## config.mk

```make
export PLATFORM = sky130hd
export DESIGN_NAME = fetch_prefetch_queue
export DESIGN_NICKNAME = d
export VERILOG_FILES = /design/src/rtl/fetch_pkg.sv /design/src/rtl/fetch_fifo.sv /design/src/rtl/fetch_prefetch_queue.sv
export SDC_FILE = /design/constraint.sdc
export NUM_CORES = 1
export LEC_CHECK = 0
export ABC_AREA = 1
export CORE_MARGIN = 2
export CORE_UTILIZATION = 30
export DETAILED_ROUTE_END_ITERATION = 12
export PLACE_DENSITY_LB_ADDON = 0.12
export SYNTH_ARGS = -nofsm -noshare
export SYNTH_HDL_FRONTEND = slang
export SYNTH_SLANG_ARGS = --single-unit
```

## constraint.sdc

```tcl
create_clock -name clk -period 7.1 [get_ports clk]
set_input_delay 1.42 -clock clk [delete_from_list [all_inputs] [get_ports clk]]
set_output_delay 1.42 -clock clk [all_outputs]
set_load 0.005 [all_outputs]
```

## src/rtl/fetch_pkg.sv

```systemverilog
// rtl/fetch_pkg.sv - Shared types and constants for the fetch front end.
package fetch_pkg;

  localparam logic [31:0] NOP_INSTR = 32'h00000013;

  typedef struct packed {
    logic [63:0] pc;
    logic [31:0] instr;
  } fetch_entry_t;

  typedef enum logic [1:0] {
    ST_BOOT  = 2'd0,
    ST_FETCH = 2'd1,
    ST_FLUSH = 2'd2
  } fetch_state_e;

endpackage

```

## src/rtl/fetch_fifo.sv

```systemverilog
// rtl/fetch_fifo.sv - DEPTH-entry queue of fetched {pc, instr} with flush.
// DEPTH is a power of two so the pointers wrap naturally.
module fetch_fifo
  import fetch_pkg::*;
#(
  parameter int DEPTH = 4
) (
  input  logic                         clk_i,
  input  logic                         rst_ni,
  input  logic                         flush_i,
  input  logic                         push_i,
  input  logic [63:0]                  push_pc_i,
  input  logic [31:0]                  push_instr_i,
  input  logic                         pop_i,
  output logic [63:0]                  head_pc_o,
  output logic [31:0]                  head_instr_o,
  output logic [$clog2(DEPTH+1)-1:0]   count_o,
  output logic                         full_o,
  output logic                         empty_o
);

  localparam int AW = $clog2(DEPTH);
  localparam int CW = $clog2(DEPTH+1);

  fetch_entry_t    mem_q [DEPTH];
  logic [AW-1:0]   wr_ptr_q;
  logic [AW-1:0]   rd_ptr_q;
  logic [CW-1:0]   count_q;

  always_ff @(posedge clk_i or negedge rst_ni) begin
    if (!rst_ni) begin
      wr_ptr_q <= '0;
      rd_ptr_q <= '0;
      count_q  <= '0;
    end else if (flush_i) begin
      wr_ptr_q <= '0;
      rd_ptr_q <= '0;
      count_q  <= '0;
    end else begin
      if (push_i) wr_ptr_q <= wr_ptr_q + AW'(1);
      if (pop_i)  rd_ptr_q <= rd_ptr_q + AW'(1);
      count_q <= count_q + CW'(push_i) - CW'(pop_i);
    end
  end

  // Payload needs no reset: nothing is read from an entry until it is pushed.
  always_ff @(posedge clk_i) begin
    if (push_i && !flush_i) begin
      mem_q[wr_ptr_q] <= '{pc: push_pc_i, instr: push_instr_i};
    end
  end

  assign head_pc_o    = mem_q[rd_ptr_q].pc;
  assign head_instr_o = mem_q[rd_ptr_q].instr;
  assign count_o      = count_q;
  assign full_o       = (count_q == CW'(DEPTH));
  assign empty_o      = (count_q == '0);

endmodule

```

## src/rtl/fetch_prefetch_queue.sv

```systemverilog
// rtl/fetch_prefetch_queue.sv - Fetch PC owner, in-order imem requests and prefetch queue for IF/ID.
// FETCH_BYPASS_EN: a kept response into an empty queue is presented in its arrival cycle.
module fetch_prefetch_queue
  import fetch_pkg::*;
#(
  parameter int          DEPTH    = 4,
  parameter logic [63:0] RESET_PC = 64'h0
) (
  input  logic        clk,
  input  logic        reset,
  input  logic        redirect_valid,
  input  logic [63:0] redirect_pc,
  output logic        imem_req_valid,
  input  logic        imem_req_ready,
  output logic [63:0] imem_req_addr,
  input  logic        imem_rsp_valid,
  input  logic [31:0] imem_rsp_data,
  output logic        out_valid,
  input  logic        out_ready,
  output logic [63:0] out_pc,
  output logic [31:0] out_instr
);

  localparam int CW = $clog2(DEPTH+1);

  fetch_state_e  state_q, state_d;
  logic [63:0]   fetch_pc_q, fetch_pc_d;
  logic [63:0]   rsp_pc_q, rsp_pc_d;
  logic [CW-1:0] outstanding_q, outstanding_d;
  logic [CW-1:0] drop_cnt_q, drop_cnt_d;

  logic [CW-1:0] fifo_count;
  logic          fifo_full, fifo_empty;
  logic [63:0]   head_pc;
  logic [31:0]   head_instr;
  logic [CW:0]   credit_used;
  logic          req_hs, rsp_keep, push, pop;

  // Credits cover both in-flight words (stale ones too) and buffered words.
  assign credit_used    = {1'b0, outstanding_q} + {1'b0, fifo_count};
  assign imem_req_valid = (state_q != ST_BOOT) && (credit_used < (CW+1)'(DEPTH));
  assign imem_req_addr  = fetch_pc_q;
  assign req_hs         = imem_req_valid && imem_req_ready;
  assign rsp_keep       = imem_rsp_valid && (drop_cnt_q == '0) && !redirect_valid;

`ifdef FETCH_BYPASS_EN
  logic bypass;
  assign bypass    = fifo_empty && rsp_keep;
  assign out_valid = !fifo_empty || bypass;
  assign out_pc    = !fifo_empty ? head_pc    : (bypass ? rsp_pc_q      : 64'h0);
  assign out_instr = !fifo_empty ? head_instr : (bypass ? imem_rsp_data : NOP_INSTR);
  assign push      = rsp_keep && !(bypass && out_ready);
`else
  assign out_valid = !fifo_empty;
  assign out_pc    = fifo_empty ? 64'h0     : head_pc;
  assign out_instr = fifo_empty ? NOP_INSTR : head_instr;
  assign push      = rsp_keep;
`endif

  assign pop = out_valid && out_ready && !fifo_empty;

  always_comb begin
    fetch_pc_d    = fetch_pc_q;
    rsp_pc_d      = rsp_pc_q;
    drop_cnt_d    = drop_cnt_q;
    outstanding_d = outstanding_q + CW'(req_hs) - CW'(imem_rsp_valid);
    if (req_hs)   fetch_pc_d = fetch_pc_q + 64'd4;
    if (rsp_keep) rsp_pc_d   = rsp_pc_q + 64'd4;
    if (imem_rsp_valid && (drop_cnt_q != '0)) drop_cnt_d = drop_cnt_q - CW'(1);
    // Everything still in flight after this cycle belongs to the old path.
    if (redirect_valid) begin
      fetch_pc_d = redirect_pc;
      rsp_pc_d   = redirect_pc;
      drop_cnt_d = outstanding_d;
    end
    if (state_q == ST_BOOT)     state_d = ST_FETCH;
    else if (drop_cnt_d != '0)  state_d = ST_FLUSH;
    else                        state_d = ST_FETCH;
  end

  always_ff @(posedge clk or negedge reset) begin
    if (!reset) begin
      state_q       <= ST_BOOT;
      fetch_pc_q    <= RESET_PC;
      rsp_pc_q      <= RESET_PC;
      outstanding_q <= '0;
      drop_cnt_q    <= '0;
    end else begin
      state_q       <= state_d;
      fetch_pc_q    <= fetch_pc_d;
      rsp_pc_q      <= rsp_pc_d;
      outstanding_q <= outstanding_d;
      drop_cnt_q    <= drop_cnt_d;
    end
  end

  fetch_fifo #(.DEPTH(DEPTH)) u_fifo (
    .clk_i        (clk),
    .rst_ni       (reset),
    .flush_i      (redirect_valid),
    .push_i       (push),
    .push_pc_i    (rsp_pc_q),
    .push_instr_i (imem_rsp_data),
    .pop_i        (pop),
    .head_pc_o    (head_pc),
    .head_instr_o (head_instr),
    .count_o      (fifo_count),
    .full_o       (fifo_full),
    .empty_o      (fifo_empty)
  );

  a_no_push_on_full: assert property (@(posedge clk) disable iff (!reset) !(push && fifo_full));

endmodule

```

==> flow_summary.json, run 1 <==
{
  "final_antenna_net_count": 0,
  "syn_area_sq_um": 25000,
  "cts_tree": "built",
  "core_sq_um": 82200,
  "vdd_drop_max_mv": 0.185,
  "place.gp.congestion": 0.898,
  "rows": 105,
  "utilization_pct": 37.4,
  "slew_viol_final": 0,
  "hold_slack_ns": 0.476,
  "grt_max_degree": 106,
  "startpoint_type": "register",
  "r2r_start": "u_fifo.count_o[1]$_DFF_PN0_",
  "r2r_cells": 12,
  "finalNetCount": 3096,
  "drive_gt1_share_pct": 5.65,
  "placed_cell_area_sq_um": 28700,
  "drv_cap": 0,
  "netlist_instances": 2744,
  "start_util_pct": 30.4,
  "rsz0062_at_grt": "false",
  "required_ns": 5.68,
  "worst_setup_path_end_kind": "output pin",
  "cts_made_buffers": 60,
  "worstHoldPathCells": 2,
  "grt_first_pass_wirelength_um": 127000,
  "ff2ff_setup_slack_ns": 4.13,
  "syn_area_per_cell_sq_um": 9.11,
  "grt_pass1_vias": 19700,
  "seqPwrFrac_pct": 40.6,
  "portBuffers": 263,
  "p_switching_mw": 3.38,
  "timing.fmax_ghz": 0.185,
  "comb_power_share_pct": 27.7,
  "clkPwrFrac_pct": 31.7,
  "grt.overflow.total": 0,
  "hold_end": "imem_req_addr[1]$_DFFE_PN0P_",
  "final_area_sq_um": 30800,
  "synth_warnings": 0,
  "swShare_pct": 33.2,
  "tightestPinTransition_ns": 1.02,
  "path_clk_slew_ns": 0.06,
  "arrival_ns": 3.97,
  "ys_ff_latch": 527,
  "fin_crit_sh_pct": 75.9,
  "dr_total_vias": 19800,
  "p_leak_nw": 11.2,
  "multiInputGateArea_sq_um": 8830,
  "setup_viol": 0,
  "drc_errors": 0,
  "synth_edf_count": 384,
  "wl_um": 84500,
  "p_int_mw": 6.81,
  "syn_nets": 2862,
  "viasPerCell": 4.84,
  "dieArea_sq_um": 85700,
  "ys_types": 42,
  "yosysSeqAreaShare_pct": 60.4,
  "status": "completed",
  "min_from": "imem_req_addr[1]$_DFFE_PN0P_",
  "num_io_pins": 264,
  "cts_resized": 0,
  "drt_iter0_drc": 1182,
  "wl_per_cell_um": 20.6,
  "cts_sinks": 527,
  "async_flop_share_pct": 27.1,
  "dr.pass1.iters": 5,
  "hpwlAfterDp_um": 58500,
  "antenna_found_initial": 0,
  "die_x_um": 293,
  "gr-usage-all-layers_pct": 19.6,
  "hp-class": "register to register",
  "cts_buffer_depth": 3,
  "cp_cell_sequence": "clkinv_2 -> buf_4 -> nor2_1 -> o21ai_0 -> a21oi_1 -> clkdlybuf4s50_1",
  "cpPeakStageDelay_ns": 0.91,
  "insertion_delay_ns": 0.64,
  "r2r_end": "u_fifo.count_o[2]$_DFF_PN0_",
  "crit_slowest_cell": "dfrtp_4",
  "fill_cells": 8271,
  "layout_min_cycle_time_ns": 5.39,
  "synth_ff_type": "edfxtp_1",
  "p_total_mw": 10.2,
  "critPathMaxFanout": 73,
  "hold_violations": 0,
  "crit_type": "register to output pin",
  "max-slew-margin-rel_pct": 31.9,
  "cts_setup_buffers": 0,
  "skew_ns": 0.0261,
  "area.growth.synth_to_final_pct": 23.2,
  "cts_root_buffer": "clkbuf_16",
  "ff_latch_area_sq_um": 15100,
  "setup_tns_ns": 0,
  "powerDensity_nw_per_um2": 331,
  "htree_levels": 2,
  "die_h_um": 293,
  "holdBufCountCts": 0
}
-- flip-flops by register name, indices dropped and copies added (netlist names) --
name,flops
drop_cnt_q,3
imem_req_addr,64
outstanding_q,3
rsp_pc_q,64
state_q,2
u_fifo.count_o,3
u_fifo.mem_q,384
u_fifo.rd_ptr_q,2
u_fifo.wr_ptr_q,2
-- critical path: cells and delay by family, from the launching register on --
| kind | cells | cell delay, ns |
|---|---|---|
| compound gates | 2 | 0.37 |
| buf+inv | 3 | 1.72 |
| flops | 1 | 0.91 |
| simple gates | 1 | 0.20 |
-- cell type report --
cell class,instances,area share (%)
Tap cell,1070,4.35
Antenna cell,1,0.00813
Clock buffer,74,5.08
Sequential cell,527,49.1
Multi-Input combinational cell,1947,28.7
Inverter,160,1.96
Clock inverter,37,1.59
Timing Repair Buffer,282,9.24
-- cells in the mapped netlist, types with 3 or more instances --
cell / instances / share of area, %
clkbuf_1: 52 / 0.78
nand2_2: 12 / 0.30
nor2_2: 18 / 0.45
ha_1: 14 / 0.70
o21bai_1: 10 / 0.30
and2_1: 6 / 0.15
a21oi_1: 111 / 2.2
nand3_1: 135 / 2.7
nor3_1: 5 / 0.10
buf_6: 3 / 0.14
buf_2: 44 / 0.88
o211ai_1: 15 / 0.45
nor2_1: 616 / 9.2
dfrtp_1: 143 / 14
nand3b_1: 6 / 0.18
o21ai_1: 10 / 0.20
inv_1: 151 / 2.3
nand4_1: 18 / 0.45
edfxtp_1: 384 / 46
inv_2: 7 / 0.11
nor2_4: 9 / 0.41
o21ai_0: 242 / 4.8
xor2_1: 21 / 0.74
buf_1: 6 / 0.090
buf_4: 4 / 0.12
o311ai_0: 3 / 0.11
xnor2_1: 39 / 1.4
nand2_1: 640 / 9.6
-- layout by cell type (no fill, tap or decap), drive strengths merged, types with 15 or more instances in the layout --
master and instances:
nand2 652, nor2 643, edfxtp 384, clkdlybuf4s50 261
o21ai 252, inv 158, dfrtp 143, nand3 137
a21oi 111, clkbuf 74, xnor2 39, clkinv 27
xor2 21, buf 21, nand4 18, o211ai 15
-- layer usage --
| layer | part of all wire [%] | global-route usage, % | vias up |
|---|---|---|---|
| met5 | 0 | 0 | - |
| met4 | 2.8 | 5.82 | 0 |
| met3 | 4.6 | 2.83 | 100 |
| met2 | 47 | 32.5 | 501 |
| met1 | 45 | 26.5 | 9669 |
| li1 | - | - | 9570 |
-- worst max path at each step --
stage	startpoint	endpoint	slack (ns)	cells past startpoint
floorplan	imem_rsp_valid	u_fifo.mem_q[0][0]$_DFFE_PP_	0.69	4
global placement	u_fifo.rd_ptr_q[1]$_DFFE_PN0P_	out_pc[56]	2.29	6
detailed placement	u_fifo.rd_ptr_q[1]$_DFFE_PN0P_	out_pc[56]	2.30	6
CTS	u_fifo.rd_ptr_q[1]$_DFFE_PN0P_	out_pc[56]	1.64	6
global route	u_fifo.rd_ptr_q[1]$_DFFE_PN0P_	out_pc[56]	1.43	6
finish	u_fifo.rd_ptr_q[1]$_DFFE_PN0P_	out_pc[56]	1.71	6
-- per-stage QoR --
step                      worst slack (ns)  instances
after floorplan                      0.689       2744
after global placement                2.29       3986
after detailed placement              2.30       3986
after CTS                             1.64       4097
after global routing                  1.43       4097
final                                 1.71       4098
-- power groups by stage --
stage / Combinational, mW / Sequential, mW / Clock, mW
detailed placement: 2.88 / 4.20 / 0
CTS: 2.90 / 4.14 / 3.31
global placement: 2.86 / 4.19 / 0
finish: 2.82 / 4.14 / 3.23
floorplan: 1.49 / 3.95 / 0
global route: 3.17 / 4.19 / 3.43
-- cells by family (layout without fill, tap and decap cells) --
| group | after synthesis | after routing | synth area share (%) |
|---|---|---|---|
| AND/OR/NAND/NOR | 1472 | 1472 | 23.8 |
| buffers and inverters | 270 | 553 | 4.43 |
| XOR/XNOR | 60 | 60 | 2.10 |
| other | 0 | 1 | 0 |
| AO/OA/AOI/OAI | 399 | 399 | 8.37 |
| adder cells (fa/ha/maj) | 16 | 16 | 0.861 |
| flip-flops | 527 | 527 | 60.4 |
Power figures use the tool's default switching activity.
==> run 2, diff against run 1 <==
Clock period 7.1 ns to 4.89 ns, I/O delays scaled along.
==> run 2 against run 1 <==
- register-to-register slack got worse by 2.3 ns
- highest routed layer unchanged
- worst setup slack got worse by 1.3 ns
- combinational power rose by 48%
- flip-flop and latch count did not move
- sequential share of layout area fell by 0.15 points
- sequential power rose by 45%
- total power rose by 43%
- final area rose by 0.30%
==> flow_summary.json, run 2 (synthesis results as in run 1) <==
{
  "dr.pass1.iters": 5,
  "dr_total_vias": 19900,
  "skew_ns": 0.0368,
  "clkPwrFrac_pct": 30.2,
  "cts_made_buffers": 60,
  "dieArea_sq_um": 85700,
  "holdBufCountCts": 0,
  "comb_power_share_pct": 28.6,
  "p_leak_nw": 11.3,
  "gr-usage-all-layers_pct": 19.3,
  "hpwlAfterDp_um": 58900,
  "cts_tree": "built",
  "final_cell_mix": "640 x nand2_1, 611 x nor2_1, 384 x edfxtp_1, 261 x clkdlybuf4s50_1, 242 x o21ai_0",
  "htree_levels": 2,
  "layout_min_cycle_time_ns": 4.48,
  "fin_crit_sh_pct": 91.6,
  "ff2ff_setup_slack_ns": 1.86,
  "insertion_delay_ns": 0.64,
  "path_clk_slew_ns": 0.06,
  "vdd_drop_max_mv": 0.342,
  "layout_commonest_cell": "nand2_1",
  "r2r_cells": 12,
  "cts_resized": 0,
  "cts_root_buffer": "clkbuf_16",
  "grt_pass1_vias": 19800,
  "r2r_start": "u_fifo.count_o[1]$_DFF_PN0_",
  "critPathMaxFanout": 61,
  "arrival_ns": 3.50,
  "seqPwrFrac_pct": 41.2,
  "timing.fmax_ghz": 0.223,
  "antenna_found_initial": 0,
  "required_ns": 3.91,
  "powerDensity_nw_per_um2": 473,
  "cp_cell_sequence": "inv_4 -> buf_4 -> o21ai_0 -> a21oi_1 -> clkdlybuf4s50_1",
  "grt_max_degree": 75,
  "utilization_pct": 37.6,
  "grt_first_pass_wirelength_um": 125000,
  "max-slew-margin-rel_pct": 36.4,
  "diodes": 0,
  "wl_per_cell_um": 20.4,
  "cts_setup_buffers": 0,
  "setup_tns_ns": 0,
  "p_switching_mw": 4.89,
  "viasPerCell": 4.83,
  "core_sq_um": 82200,
  "placed_cell_area_sq_um": 29000,
  "cpPeakStageDelay_ns": 0.77,
  "tightestPinTransition_ns": 0.953,
  "crit_slowest_cell": "dfrtp_4",
  "drive_gt1_share_pct": 5.92,
  "drv_cap": 0,
  "slew_viol_final": 0,
  "rows": 105,
  "r2r_end": "u_fifo.count_o[2]$_DFF_PN0_",
  "final_area_sq_um": 30900,
  "finalNetCount": 3110,
  "status": "completed",
  "final_antenna_net_count": 0,
  "worst_setup_path_end_kind": "output pin",
  "place.gp.congestion": 0.910,
  "largest_reg_flops": 384,
  "swShare_pct": 33.4,
  "multiInputGateArea_sq_um": 8830,
  "drt_iter0_drc": 1310,
  "wl_um": 84000,
  "setup_viol": 0,
  "crit_type": "register to output pin",
  "die_x_um": 293,
  "p_int_mw": 9.72,
  "cts_buffer_depth": 3,
  "portBuffers": 263,
  "startpoint_type": "register",
  "num_io_pins": 264,
  "rsz0062_at_grt": "false",
  "grt.overflow.total": 0,
  "ff_latch_area_sq_um": 15100,
  "die_h_um": 293,
  "hp-class": "input pin to asynchronous set/reset pin",
  "start_util_pct": 30.4,
  "cts_sinks": 527,
  "area.growth.synth_to_final_pct": 23.5,
  "regMostFlops": "u_fifo.mem_q",
  "hold_slack_ns": 0.379,
  "drc_errors": 0,
  "hold_violations": 0,
  "fill_cells": 8244
}
run 2: changes by cell type in the layout (fill, tap and decap cells not counted), moves of 3 or more:
cell and delta:
clkinv_1 +4, clkinv_2 -4, buf_12 +10, buf_4 +4, clkinv_4 +3, bufinv_16 -5
run 2: area by class of cell:
cell class,instances,share of cell area (%)
flip-flops and latches,527,48.9
repair buffers,296,9.96
clock buffers,76,5.16
well taps,1070,4.33
multi-input cells,1947,28.6
inverters,160,1.96
clock inverters,35,1.06
run 2: worst max-delay path by stage:
stage	slack (ns)	depth (start not counted)	end	start
floorplan	-1.08	4	u_fifo.mem_q[0][0]$_DFFE_PP_	imem_rsp_valid
global placement	0.96	5	out_pc[39]	u_fifo.rd_ptr_q[0]$_DFFE_PN0P_
detailed placement	0.95	5	out_pc[39]	u_fifo.rd_ptr_q[0]$_DFFE_PN0P_
CTS	0.27	5	out_pc[39]	u_fifo.rd_ptr_q[0]$_DFFE_PN0P_
global route	0.16	5	out_pc[39]	u_fifo.rd_ptr_q[0]$_DFFE_PN0P_
finish	0.41	5	out_pc[39]	u_fifo.rd_ptr_q[0]$_DFFE_PN0P_
run 2: routing by layer:
| layer | share of wire (%) | routed length (um) | vias up | GRT usage [%] |
|---|---|---|---|---|
| li1 | - | - | 9586 | - |
| met1 | 45 | 37700 | 9595 | 25.9 |
| met2 | 47 | 39400 | 550 | 31.9 |
| met3 | 5.0 | 4210 | 124 | 2.94 |
| met4 | 3.1 | 2630 | 0 | 6.40 |
| met5 | 0 | 0 | - | 0 |
run 2: critical path: cells and delay by family (launching register included):
family	cells	cell delay (ns)
flip-flops	1	0.77
AO/OA/AOI/OAI	2	0.52
buffers and inverters	3	1.56
run 2: power groups by stage:
| stage | Clock (mW) | Sequential, mW | Combinational, mW |
|---|---|---|---|
| 2_1_floorplan | 0 | 5.73 | 2.17 |
| 3_5_place_dp | 0 | 6.09 | 4.26 |
| 6_report | 4.42 | 6.01 | 4.18 |
| 4_1_cts | 4.55 | 6.01 | 4.29 |
| 5_1_grt | 4.73 | 6.09 | 4.66 |
| 3_3_place_gp | 0 | 6.09 | 4.24 |
run 2: per-stage QoR:
stage / std cells / worst slack (ns) / total power [mW]
floorplan: 2744 / -1.08 / 7.90
global placement: 4000 / 0.958 / 10.3
detailed placement: 4000 / 0.954 / 10.4
CTS: 4111 / 0.270 / 14.8
global route: 4111 / 0.158 / 15.5
finish: 4111 / 0.409 / 14.6
==> run 3, diff against run 2 <==
Settings changed: CORE_ASPECT_RATIO from default to 1.1.
==> run 3 against run 2 <==
- worst setup slack better by 0.25 ns
- clock-buffer cell count down 3
- die area about the same
- register-to-register slack worse by 0.03 ns
- fmax increased by 5.8%
- critical path depth up 1
- sequential power is 1% lower
- non-clock buffer count shrank 3
- critical path type unchanged
- via count down 0.11%
==> flow_summary.json, run 3 (synthesis results as in run 1) <==
{
  "status": "completed",
  "cts_buffer_depth": 3,
  "setup_viol": 0,
  "required_ns": 3.91,
  "cts_setup_buffers": 0,
  "rows": 111,
  "regMostFlops": "u_fifo.mem_q",
  "dr_total_vias": 19800,
  "layout_commonest_cell": "nand2_1",
  "insertion_delay_ns": 0.63,
  "viasPerCell": 4.83,
  "placed_cell_area_sq_um": 28800,
  "p_leak_nw": 11.2,
  "cts_tree": "built",
  "dr.pass1.iters": 5,
  "critPathMaxFanout": 45,
  "final_area_sq_um": 30700,
  "place_inst": 4000,
  "cts_sinks": 527,
  "fin_crit_sh_pct": 86.6,
  "r2r_end": "u_fifo.count_o[2]$_DFF_PN0_",
  "start_util_pct": 30.2,
  "grt.overflow.total": 0,
  "final_antenna_net_count": 0,
  "rsz0062_at_grt": "false",
  "dieArea_sq_um": 85700,
  "finalNetCount": 3104,
  "path_clk_slew_ns": 0.06,
  "largest_reg_flops": 384,
  "wl_um": 83600,
  "portBuffers": 263,
  "worst_setup_path_end_kind": "output pin",
  "htree_levels": 2,
  "drv_cap": 0,
  "arrival_ns": 3.26,
  "powerDensity_nw_per_um2": 470,
  "r2r_start": "u_fifo.count_o[1]$_DFF_PN0_",
  "grt_first_pass_wirelength_um": 124000,
  "hpwlAfterDp_um": 56900,
  "hold_slack_ns": 0.409,
  "antenna_found_initial": 1,
  "drive_gt1_share_pct": 6.00,
  "hold_violations": 0,
  "cts_root_buffer": "clkbuf_16",
  "cts_made_buffers": 57,
  "cts_resized": 0,
  "startpoint_type": "register",
  "layout_min_cycle_time_ns": 4.24,
  "holdBufCountCts": 0,
  "grt_max_degree": 97,
  "timing.fmax_ghz": 0.236,
  "dp_slack_ns": 1.29,
  "hp-class": "input pin to asynchronous set/reset pin",
  "num_io_pins": 264,
  "wl_per_cell_um": 20.3,
  "final_cell_mix": "640 x nand2_1, 611 x nor2_1, 384 x edfxtp_1, 261 x clkdlybuf4s50_1, 242 x o21ai_0",
  "place.gp.congestion": 0.892,
  "skew_ns": 0.0355,
  "vdd_drop_max_mv": 0.272,
  "drt_iter0_drc": 1336,
  "drc_errors": 0,
  "tightestPinTransition_ns": 0.980,
  "crit_type": "register to output pin",
  "max-slew-margin-rel_pct": 34.6,
  "fin_ws_ns": 0.654,
  "area.growth.synth_to_final_pct": 22.8,
  "ff2ff_setup_slack_ns": 1.83,
  "grt_pass1_vias": 19600,
  "die_h_um": 307,
  "fin_cells": 4107,
  "slew_viol_final": 0,
  "diodes": 0,
  "core_sq_um": 82900,
  "die_x_um": 279,
  "r2r_cells": 13,
  "gr-usage-all-layers_pct": 19.3
}
-- run 3: final cells by class --
cell class              count  area [sq um]
multi-input cells        1947          8830
clock buffers              73          1560
inverters                 160           604
repair buffers            293          2950
fillers                  8340         52200
flip-flops and latches    527         15100
clock inverters            34           297
well taps                1073          1340
-- run 3: how the worst max path moves through the flow --
stage,from,end
final,u_fifo.rd_ptr_q[0]$_DFFE_PN0P_,out_instr[8]
after global routing,u_fifo.rd_ptr_q[0]$_DFFE_PN0P_,out_instr[17]
after CTS,u_fifo.rd_ptr_q[0]$_DFFE_PN0P_,out_instr[8]
after detailed placement,u_fifo.rd_ptr_q[0]$_DFFE_PN0P_,out_instr[8]
after global placement,u_fifo.rd_ptr_q[0]$_DFFE_PN0P_,out_instr[15]
after floorplan,imem_rsp_valid,u_fifo.mem_q[0][0]$_DFFE_PP_
-- run 3: power breakdown --
part / switching [mW] / leakage, nW / internal (mW) / total [mW]
Sequential: 0.675 / 5.21 / 5.27 / 5.95
Combinational: 2.34 / 5.10 / 1.86 / 4.19
Clock: 1.87 / 0.887 / 2.42 / 4.29
-- run 3: through the flow --
step / total power, mW / utilization [%] / setup TNS [ns]
4_1_cts: 14.7 / 37.0 / 0
6_report: 14.4 / 37.0 / 0
2_1_floorplan: 7.90 / - / -414.51
3_3_place_gp: 10.3 / 34.8 / 0
3_5_place_dp: 10.3 / 34.8 / 0
5_1_grt: 15.3 / 37.0 / 0
-- run 3: worst max-delay path: stages, from the launching register on --
cell	delay (ns)
dfrtp_4	0.70
inv_4	0.42
buf_4	0.38
buf_4	0.28
o21ai_0	0.12
a21oi_1	0.16
clkdlybuf4s50_1	0.52
-- run 3: per-layer routing --
| metal | GRT usage (%) | vias to the layer above | wire length, um |
|---|---|---|---|
| li1 | - | 9575 | - |
| met1 | 25.0 | 9612 | 36600 |
| met2 | 33.2 | 509 | 40400 |
| met3 | 2.47 | 138 | 3660 |
| met4 | 6.38 | 0 | 2880 |
| met5 | 0 | - | 0 |
